==> src/rtl/fifo_access_arbiter_pkg.sv <==
// rtl/fifo_access_arbiter_pkg.sv - shared constants and helpers for the FIFO access arbiter
package fifo_arb_pkg;

    typedef logic [0:0] arb_state_t;

    localparam arb_state_t ST_RUN   = 1'b0;
    localparam arb_state_t ST_FLUSH = 1'b1;

    localparam int DW_DEFAULT = 8;
    localparam int STAT_W     = 8;

    // Increment that sticks at all-ones instead of wrapping.
    function automatic logic [STAT_W-1:0] sat_inc(input logic [STAT_W-1:0] v);
        return (&v) ? v : v + 1'b1;
    endfunction

endpackage

==> src/rtl/fifo_access_arbiter_if.sv <==
// rtl/fifo_access_arbiter_if.sv - producer, consumer and FIFO control bundle of the arbiter
interface fifo_access_arbiter_if
    import fifo_arb_pkg::*;
#(
    parameter int DW = DW_DEFAULT
);
    logic [1:0]    wr_valid;
    logic [DW-1:0] wr_data0;
    logic [DW-1:0] wr_data1;
    logic [1:0]    wr_ready;
    logic          rd_req;
    logic          rd_valid;
    logic [DW-1:0] rd_data;
    logic          flush;
    logic          flush_done;
    logic          fifo_en;
    logic          fifo_wr;
    logic          fifo_rd;
    logic [DW-1:0] fifo_din;
    logic [DW-1:0] fifo_dout;
    logic          fifo_full;
    logic          fifo_empty;

    // master: the arbiter itself; slave: producers, consumer and the FIFO around it
    modport master (
        input  wr_valid, wr_data0, wr_data1, rd_req, flush,
               fifo_dout, fifo_full, fifo_empty,
        output wr_ready, rd_valid, rd_data, flush_done,
               fifo_en, fifo_wr, fifo_rd, fifo_din
    );

    modport slave (
        output wr_valid, wr_data0, wr_data1, rd_req, flush,
               fifo_dout, fifo_full, fifo_empty,
        input  wr_ready, rd_valid, rd_data, flush_done,
               fifo_en, fifo_wr, fifo_rd, fifo_din
    );

endinterface

==> src/rtl/fifo_access_arbiter_rr_arb2.sv <==
// rtl/fifo_access_arbiter_rr_arb2.sv - two-input round-robin grant with last-grant memory
module rr_arb2 (
    input  logic       clk,
    input  logic       rst,
    input  logic [1:0] req,
    input  logic       advance,
    output logic [1:0] grant,
    output logic       grant_idx
);
    logic last_grant;

    always_comb begin
        grant_idx = 1'b0;
        case (req)
            2'b01:   grant_idx = 1'b0;
            2'b10:   grant_idx = 1'b1;
            2'b11:   grant_idx = ~last_grant;
            default: grant_idx = 1'b0;
        endcase
        grant = (req == 2'b00) ? 2'b00 : (grant_idx ? 2'b10 : 2'b01);
    end

    // Reset to producer 1 so producer 0 wins the first contested cycle.
    always_ff @(posedge clk) begin
        if (rst) begin
            last_grant <= 1'b1;
        end else if (advance && (|req)) begin
            last_grant <= grant_idx;
        end
    end

endmodule

==> src/rtl/fifo_access_arbiter.sv <==
// rtl/fifo_access_arbiter.sv - round-robin write sharing, read sequencing and flush for a 16x8 FIFO
// Optional per-producer transfer counters are built when ARB_STATS_EN is defined.
module fifo_access_arbiter
    import fifo_arb_pkg::*;
#(
    parameter int DW   = DW_DEFAULT,
    parameter int NREQ = 2
) (
    input  logic                  clk,
    input  logic                  rst,
    fifo_access_arbiter_if.master bus
`ifdef ARB_STATS_EN
    ,
    output logic [STAT_W-1:0]     grant_cnt0,
    output logic [STAT_W-1:0]     grant_cnt1
`endif
);
    arb_state_t      state;
    logic            en_q;
    logic            rd_valid_q;
    logic            flush_done_q;
    logic            run;
    logic            can_wr;
    logic            grant_idx;
    logic [NREQ-1:0] grant;
    logic [DW-1:0]   din_mux;

    assign run    = (state == ST_RUN);
    assign can_wr = !rst && run && en_q && !bus.fifo_full;

    rr_arb2 u_arb (
        .clk       (clk),
        .rst       (rst),
        .req       (bus.wr_valid),
        .advance   (can_wr),
        .grant     (grant),
        .grant_idx (grant_idx)
    );

    assign din_mux        = grant_idx ? bus.wr_data1 : bus.wr_data0;
    assign bus.wr_ready   = can_wr ? grant : '0;
    assign bus.fifo_wr    = can_wr && (|grant);
    assign bus.fifo_din   = rst ? '0 : din_mux;
    assign bus.fifo_rd    = !rst && (run ? (bus.rd_req && !bus.fifo_empty && en_q)
                                         : !bus.fifo_empty);
    assign bus.rd_data    = rst ? '0 : bus.fifo_dout;
    assign bus.rd_valid   = rd_valid_q;
    assign bus.flush_done = flush_done_q;
    assign bus.fifo_en    = en_q;

    // A read issued on the flush cycle is discarded along with the rest of the drain.
    always_ff @(posedge clk) begin
        if (rst) begin
            state        <= ST_RUN;
            en_q         <= 1'b0;
            rd_valid_q   <= 1'b0;
            flush_done_q <= 1'b0;
        end else begin
            en_q         <= 1'b1;
            rd_valid_q   <= run && bus.fifo_rd && !bus.flush;
            flush_done_q <= 1'b0;
            if (run) begin
                if (bus.flush) begin
                    state <= ST_FLUSH;
                end
            end else if (bus.fifo_empty) begin
                state        <= ST_RUN;
                flush_done_q <= 1'b1;
            end
        end
    end

`ifdef ARB_STATS_EN
    always_ff @(posedge clk) begin
        if (rst || bus.flush) begin
            grant_cnt0 <= '0;
            grant_cnt1 <= '0;
        end else begin
            if (bus.wr_ready[0]) begin
                grant_cnt0 <= sat_inc(grant_cnt0);
            end
            if (bus.wr_ready[1]) begin
                grant_cnt1 <= sat_inc(grant_cnt1);
            end
        end
    end
`endif

endmodule

==> src/flat_wrapper.sv <==
// flat-port wrapper written by rule: the top's interface ports become plain ports
module fifo_access_arbiter_flat import fifo_arb_pkg::*;
#(
    parameter int DW   = DW_DEFAULT,
    parameter int NREQ = 2
)
  (clk, rst, bus_wr_valid, bus_wr_data0, bus_wr_data1, bus_rd_req, bus_flush, bus_fifo_dout, bus_fifo_full, bus_fifo_empty, bus_wr_ready, bus_rd_valid, bus_rd_data, bus_flush_done, bus_fifo_en, bus_fifo_wr, bus_fifo_rd, bus_fifo_din);
  fifo_access_arbiter_if #(.DW(DW)) bus_i ();
  input  logic clk;
  input  logic rst;
  input wire logic [$bits(bus_i.wr_valid)-1:0] bus_wr_valid;
  input wire logic [$bits(bus_i.wr_data0)-1:0] bus_wr_data0;
  input wire logic [$bits(bus_i.wr_data1)-1:0] bus_wr_data1;
  input wire logic [$bits(bus_i.rd_req)-1:0] bus_rd_req;
  input wire logic [$bits(bus_i.flush)-1:0] bus_flush;
  input wire logic [$bits(bus_i.fifo_dout)-1:0] bus_fifo_dout;
  input wire logic [$bits(bus_i.fifo_full)-1:0] bus_fifo_full;
  input wire logic [$bits(bus_i.fifo_empty)-1:0] bus_fifo_empty;
  output wire logic [$bits(bus_i.wr_ready)-1:0] bus_wr_ready;
  output wire logic [$bits(bus_i.rd_valid)-1:0] bus_rd_valid;
  output wire logic [$bits(bus_i.rd_data)-1:0] bus_rd_data;
  output wire logic [$bits(bus_i.flush_done)-1:0] bus_flush_done;
  output wire logic [$bits(bus_i.fifo_en)-1:0] bus_fifo_en;
  output wire logic [$bits(bus_i.fifo_wr)-1:0] bus_fifo_wr;
  output wire logic [$bits(bus_i.fifo_rd)-1:0] bus_fifo_rd;
  output wire logic [$bits(bus_i.fifo_din)-1:0] bus_fifo_din;
  assign bus_i.wr_valid = bus_wr_valid;
  assign bus_i.wr_data0 = bus_wr_data0;
  assign bus_i.wr_data1 = bus_wr_data1;
  assign bus_i.rd_req = bus_rd_req;
  assign bus_i.flush = bus_flush;
  assign bus_i.fifo_dout = bus_fifo_dout;
  assign bus_i.fifo_full = bus_fifo_full;
  assign bus_i.fifo_empty = bus_fifo_empty;
  assign bus_wr_ready = bus_i.wr_ready;
  assign bus_rd_valid = bus_i.rd_valid;
  assign bus_rd_data = bus_i.rd_data;
  assign bus_flush_done = bus_i.flush_done;
  assign bus_fifo_en = bus_i.fifo_en;
  assign bus_fifo_wr = bus_i.fifo_wr;
  assign bus_fifo_rd = bus_i.fifo_rd;
  assign bus_fifo_din = bus_i.fifo_din;
  fifo_access_arbiter #(.DW(DW), .NREQ(NREQ)) u_core (.clk(clk), .rst(rst), .bus(bus_i));
endmodule
==> config.mk <==
export PLATFORM = sky130hd
export DESIGN_NAME = fifo_access_arbiter_flat
export DESIGN_NICKNAME = d
export VERILOG_FILES = /design/src/rtl/fifo_access_arbiter_pkg.sv /design/src/rtl/fifo_access_arbiter_if.sv /design/src/rtl/fifo_access_arbiter_rr_arb2.sv /design/src/rtl/fifo_access_arbiter.sv /design/src/flat_wrapper.sv
export SDC_FILE = /design/constraint.sdc
export NUM_CORES = 1
export LEC_CHECK = 0
export BUFFER_PORTS_ARGS = -buffer_cell sky130_fd_sc_hd__buf_2
export CAP_MARGIN = 20
export CELL_PAD_IN_SITES_DETAIL_PLACEMENT = 0
export CELL_PAD_IN_SITES_GLOBAL_PLACEMENT = 1
export CORE_ASPECT_RATIO = 0.7
export CORE_MARGIN = 1.5
export CORE_UTILIZATION = 19
export CTS_BUF_LIST = sky130_fd_sc_hd__clkbuf_8
export CTS_CLUSTER_DIAMETER = 80
export DETAILED_ROUTE_END_ITERATION = 8
export PLACE_DENSITY_LB_ADDON = 0.1
export SLEW_MARGIN = 30
export SYNTH_ARGS = -nofsm -noshare
export SYNTH_HDL_FRONTEND = slang
export SYNTH_HIERARCHICAL = 1
export SYNTH_SLANG_ARGS = --single-unit
==> constraint.sdc <==
create_clock -name clk -period 1.3 [get_ports clk]
set_input_delay 0.065 -clock clk [delete_from_list [all_inputs] [get_ports clk]]
set_output_delay 0.065 -clock clk [all_outputs]
set_load 0.03 [all_outputs]
# Yosys cells after proc, flatten, opt, wreduce, memory -nomap -nowiden
# Cells that the tools add are included.
# W data, S select, Z words.
# totals
regBits	5
in_bits	32
output_inout_bits	23
wordCells	40
# op_classes
n_eq_ne	2
mux	13
n_bitwise	2
reduce_logical	18
# op_table
operator	n
$mux W8	3
$logic_and A1 B1 Y1	10
$mux W1	6
$mux W2	3
$reduce_or A2 Y1	3
$eq A2 B2 Y1 const B	2
$logic_not A1 Y1	4
$logic_not A2 Y1	1
$not A1 Y1	2
$pmux W1 S2	1

# Logic depth before layout (Yosys ltp)
# depth
depth_word	7
ltp_mapped	4
depth_no_buf	3

# Hierarchy
# Netlist, hierarchy kept.
# by_module_without_submodules
mod	instances	cells_per_inst	area_per_inst_um2	seq_area_each_um2
fifo_access_arbiter	1	44	361.6	80.1
rr_arb2	1	8	68.8	20.0

# Least setup slack after synthesis
# No wires, ideal clock.
# synth_timing
kind	flip-flop to output port
from	register u_core.en_q (netlist: u_core/bus.fifo_en)
to	output port bus_fifo_rd
arrival_time_ns	1.282
required_ns	1.235
path_slack_ns	-0.047
path_stages_with_launch	3
path_buffers	0
cell_sequence	dfxtp_1 -> a21oi_1 -> nor3_1
# synth_via
elab_chain_len	3
# synth_lines
item	line_no	text
start: declaration	fifo_access_arbiter.sv:19	logic en_q;
start signal: assignment	fifo_access_arbiter.sv:55	en_q <= 1'b0;
start signal: assignment	fifo_access_arbiter.sv:59	en_q <= 1'b1;
$logic_and A1 B1 Y1	fifo_access_arbiter.sv:44	assign bus.fifo_rd = !rst && (run ? (bus.rd_req && !bus.fifo_empty && en_q)
$mux W1	fifo_access_arbiter.sv:44	
$logic_and A1 B1 Y1	fifo_access_arbiter.sv:44	
end: declaration	flat_wrapper.sv:25	output wire logic [$bits(bus_i.fifo_rd)-1:0] bus_fifo_rd;
# No other way between the ends.

# Worst setup path in the final report
# layout_timing
from	register u_core.u_arb.last_grant
to	output port bus_fifo_din[1]
# layout_via
elab_chain_len	4
# layout_lines
item	line_no	text
start: declaration	fifo_access_arbiter_rr_arb2.sv:10	logic last_grant;
start signal: assignment	fifo_access_arbiter_rr_arb2.sv:28	last_grant <= grant_idx;
$not A1 Y1	fifo_access_arbiter_rr_arb2.sv:17	2'b11: grant_idx = ~last_grant;
$pmux W1 S2	fifo_access_arbiter_rr_arb2.sv:14	case (req)
via u_core.grant_idx	fifo_access_arbiter.sv:24	logic grant_idx;
$mux W8	fifo_access_arbiter.sv:40	assign din_mux = grant_idx ? bus.wr_data1 : bus.wr_data0;
$mux W8	fifo_access_arbiter.sv:43	assign bus.fifo_din = rst ? '0 : din_mux;
end: declaration	flat_wrapper.sv:26	output wire logic [$bits(bus_i.fifo_din)-1:0] bus_fifo_din;
# The timed path passes the listed nets, and every way through them passes these cells.

==> impl_metrics.yaml <==
run_status:
  status: "finished with violations"
  violations: "negative setup slack"
pwr:
  pwr-share-seq: 0.239
  powerDensity_nw_per_um2: 841
  pwr-share-clk: 0.398
  p_leak_nw: 0.458
  ir_drop_v: 0.000239
  power.internal_uw: 476
  p_comb_frac: 0.363
  switching_power_uw: 226
  swShare: 0.322
route:
  met3_length_um: 95
  wl_met1_um: 502
  detail-route-antenna-nets: 0
  drc: 0
  wl_per_cell_um: 8.89
  firstDrtPassIters: 4
  vias_per_cell: 3.95
  wl_met2_um: 665
  drt-initial-drc-count: 8
  top_layer_used: "met3"
  vias: 561
  wl_um: 1260
critical_path:
  worst_setup_path_start_kind: "flip-flop"
  worstPathMaxFanout: 8
  cp_cell_sequence: "a21boi_1 -> buf_4 -> mux2i_1 -> nor2_1 -> buf_4"
  slowest_stage: "dfxtp_2"
  worstPathArrival_ps: 1300
  timing.setup.critical_path_class: "flip-flop to output port"
  crit_required_ps: 1240
  worst_setup_path_end_kind: "output port"
  max_stage_delay_ps: 330
  crit_top_cell: "buf_4"
yosys:
  yosys_warnings: 6
  netlist_area_um2: 430
  avgSynthCellArea_um2: 8.28
  ys_types: 19
  synth_cells: 52
  ys_seq_area_frac: 0.233
  synth_nets: 84
  ys_ff_latch: 5
global_routing:
  grt_antenna_before_repair: 0
  grt_usage: 0.0917
  grt_pass1_vias: 468
  grt_pass1_wl_um: 1810
  grt_max_degree: 21
  grt-ovfl-total: 0
finish:
  layout_common_cells: "buf_2 (43), buf_4 (11), nor2b_1 (8), mux2i_1 (8), nor2_1 (8)"
  layout.nets: 143
  final.fill_count: 237
  drive_gt1_frac: 0.609
  num_antenna_cells: 0
  final_common_cell: "buf_2"
  syn2layout_area_growth_pct: 93.9
  fin_cells: 142
  final_util: 0.391
die:
  core_area_um2: 2140
  initial_utilization: 0.201
  dieArea_um2: 2560
  fp-row-count: 14
  dieHeight_um: 42.8
  io_pins: 55
  die_width_um: 59.9
timing:
  max_slew_margin: 0.803
  setup-violations-final: 8
  fmax_mhz: 731
  skew_ps: 0.850
  min_period_over_period: 1.05
  rsz0062_at_grt: "true"
  worst_slew_pin_slew_ps: 295
  fin_crit_ps: 1370
  hold_violations: 0
  report.final.slew_viol_count: 0
  worst_slack_ps: -68.3
flow_run:
  max_cap_viol_count: 0
place:
  dpl.cell_count: 137
  port_buffers: 54
  hpwl_um: 990
  place_ws_ps: 159
  gp_congestion: 0.624
min_path:
  hp-class: "input pin to flip-flop"
clock_network:
  clock-sinks: 5
  cts_tree: "done"
  clock_path_buffers: 2
  clk_pin_slew_ps: 40
  cts-buffers-inserted: 3
  htree_levels: 1
  clock_latency_ps: 220
  ctsHoldBuffers: 0
  cts_root_buffer: "clkbuf_8"
[synth_stat cells, drive strengths merged]
master,number,area [µm²]
a21boi,3,22.5
a21oi,3,15.0
and2,2,12.5
and3,3,20.0
buf,3,23.8
dfxtp,5,100
inv,2,7.51
mux2i,8,80.1
nand2b,2,12.5
nor2,8,30.0
nor2b,8,50.1
nor3,1,5.00
nor4b,2,32.5
o21a,1,7.51
o21bai,1,11.3
[area by class of cell]
| class | count | area [µm²] | area share |
|---|---|---|---|
| inverters | 2 | 7.51 | 0.00900 |
| flip-flops and latches | 5 | 106 | 0.127 |
| repair buffers | 57 | 332 | 0.397 |
| clock buffers | 3 | 41.3 | 0.0495 |
| well taps | 32 | 40.0 | 0.0480 |
| multi-input cells | 42 | 304 | 0.364 |
| clock inverters | 1 | 3.75 | 0.00450 |
[critical path, delay by kind of cell (launching register included)]
family | cells | cell delay (ps)
muxes | 1 | 200
buffers and inverters | 2 | 380
DFF | 1 | 330
and+or+nand+nor | 1 | 60
AOI/OAI and AO/OA | 1 | 120
[stage by stage]
stage | setup TNS [ps] | hold slack [ps] | area [µm²] | total power [mW]
finish | -482 | 108 | 835 | 0.702
global route | -1090 | 125 | 835 | 0.742
CTS | -564 | 107 | 812 | 0.710
detailed placement | 0 | 344 | 737 | 0.410
global placement | 0 | 349 | 737 | 0.409
floorplan | 0 | 175 | 435 | 0.319
[repair_timing]
| action | CTS | global route |
|---|---|---|
| setup endpoints to repair | 11 | 11 |
| pin swaps | 1 | 5 |
| setup buffers | 0 | 1 |
| gates resized for setup | 13 | 5 |
| gates cloned | 0 | 0 |
[final timing paths]
path | end | slack [ps] | start | cells after the start
worst max-delay path | bus_fifo_din[1] | -70 | u_core/u_arb/last_grant$_SDFFE_PP1P_ | 5
worst min-delay path | u_core/state$_SDFF_PP0_ | 110 | bus_flush | 3
worst max register to register | u_core/u_arb/last_grant$_SDFFE_PP1P_ | 250 | u_core/state$_SDFF_PP0_ | 3
worst min register to register | u_core/bus.rd_valid$_SDFF_PP0_ | 510 | u_core/bus.fifo_en$_DFF_P_ | 1
[power by group through the flow]
stage                     clock [mW]  sequential, mW  combinational [mW]
after floorplan                    0           0.175               0.144
after global placement             0           0.170               0.239
after detailed placement           0           0.170               0.239
after CTS                      0.289           0.169               0.252
after global routing           0.299           0.169               0.274
final                          0.279           0.168               0.255
[per-layer routing]
| metal | GRT usage | up-vias |
|---|---|---|
| li1 | - | 290 |
| met5 | 0 | - |
| met3 | 0.0305 | 0 |
| met2 | 0.161 | 25 |
| met1 | 0.104 | 246 |
| met4 | 0.0267 | 0 |
[logic make-up (layout without fill, tap and decap cells)]
family	Yosys count	count (layout)	share of synthesized area
multiplexers	8	8	0.186
AO/OA/AOI/OAI	8	8	0.131
flip-flops	5	5	0.233
AND/OR/NAND/NOR	26	26	0.378
buffers and inverters	5	63	0.0727
[registers in the layout (all words and copies together), names as in the netlist]
name,flops
u_core/bus.flush_done,1
u_core/state,1
u_core/u_arb/last_grant,1
u_core/bus.fifo_en,1
u_core/bus.rd_valid,1
No activity file was read; power rests on OpenSTA's default activity.
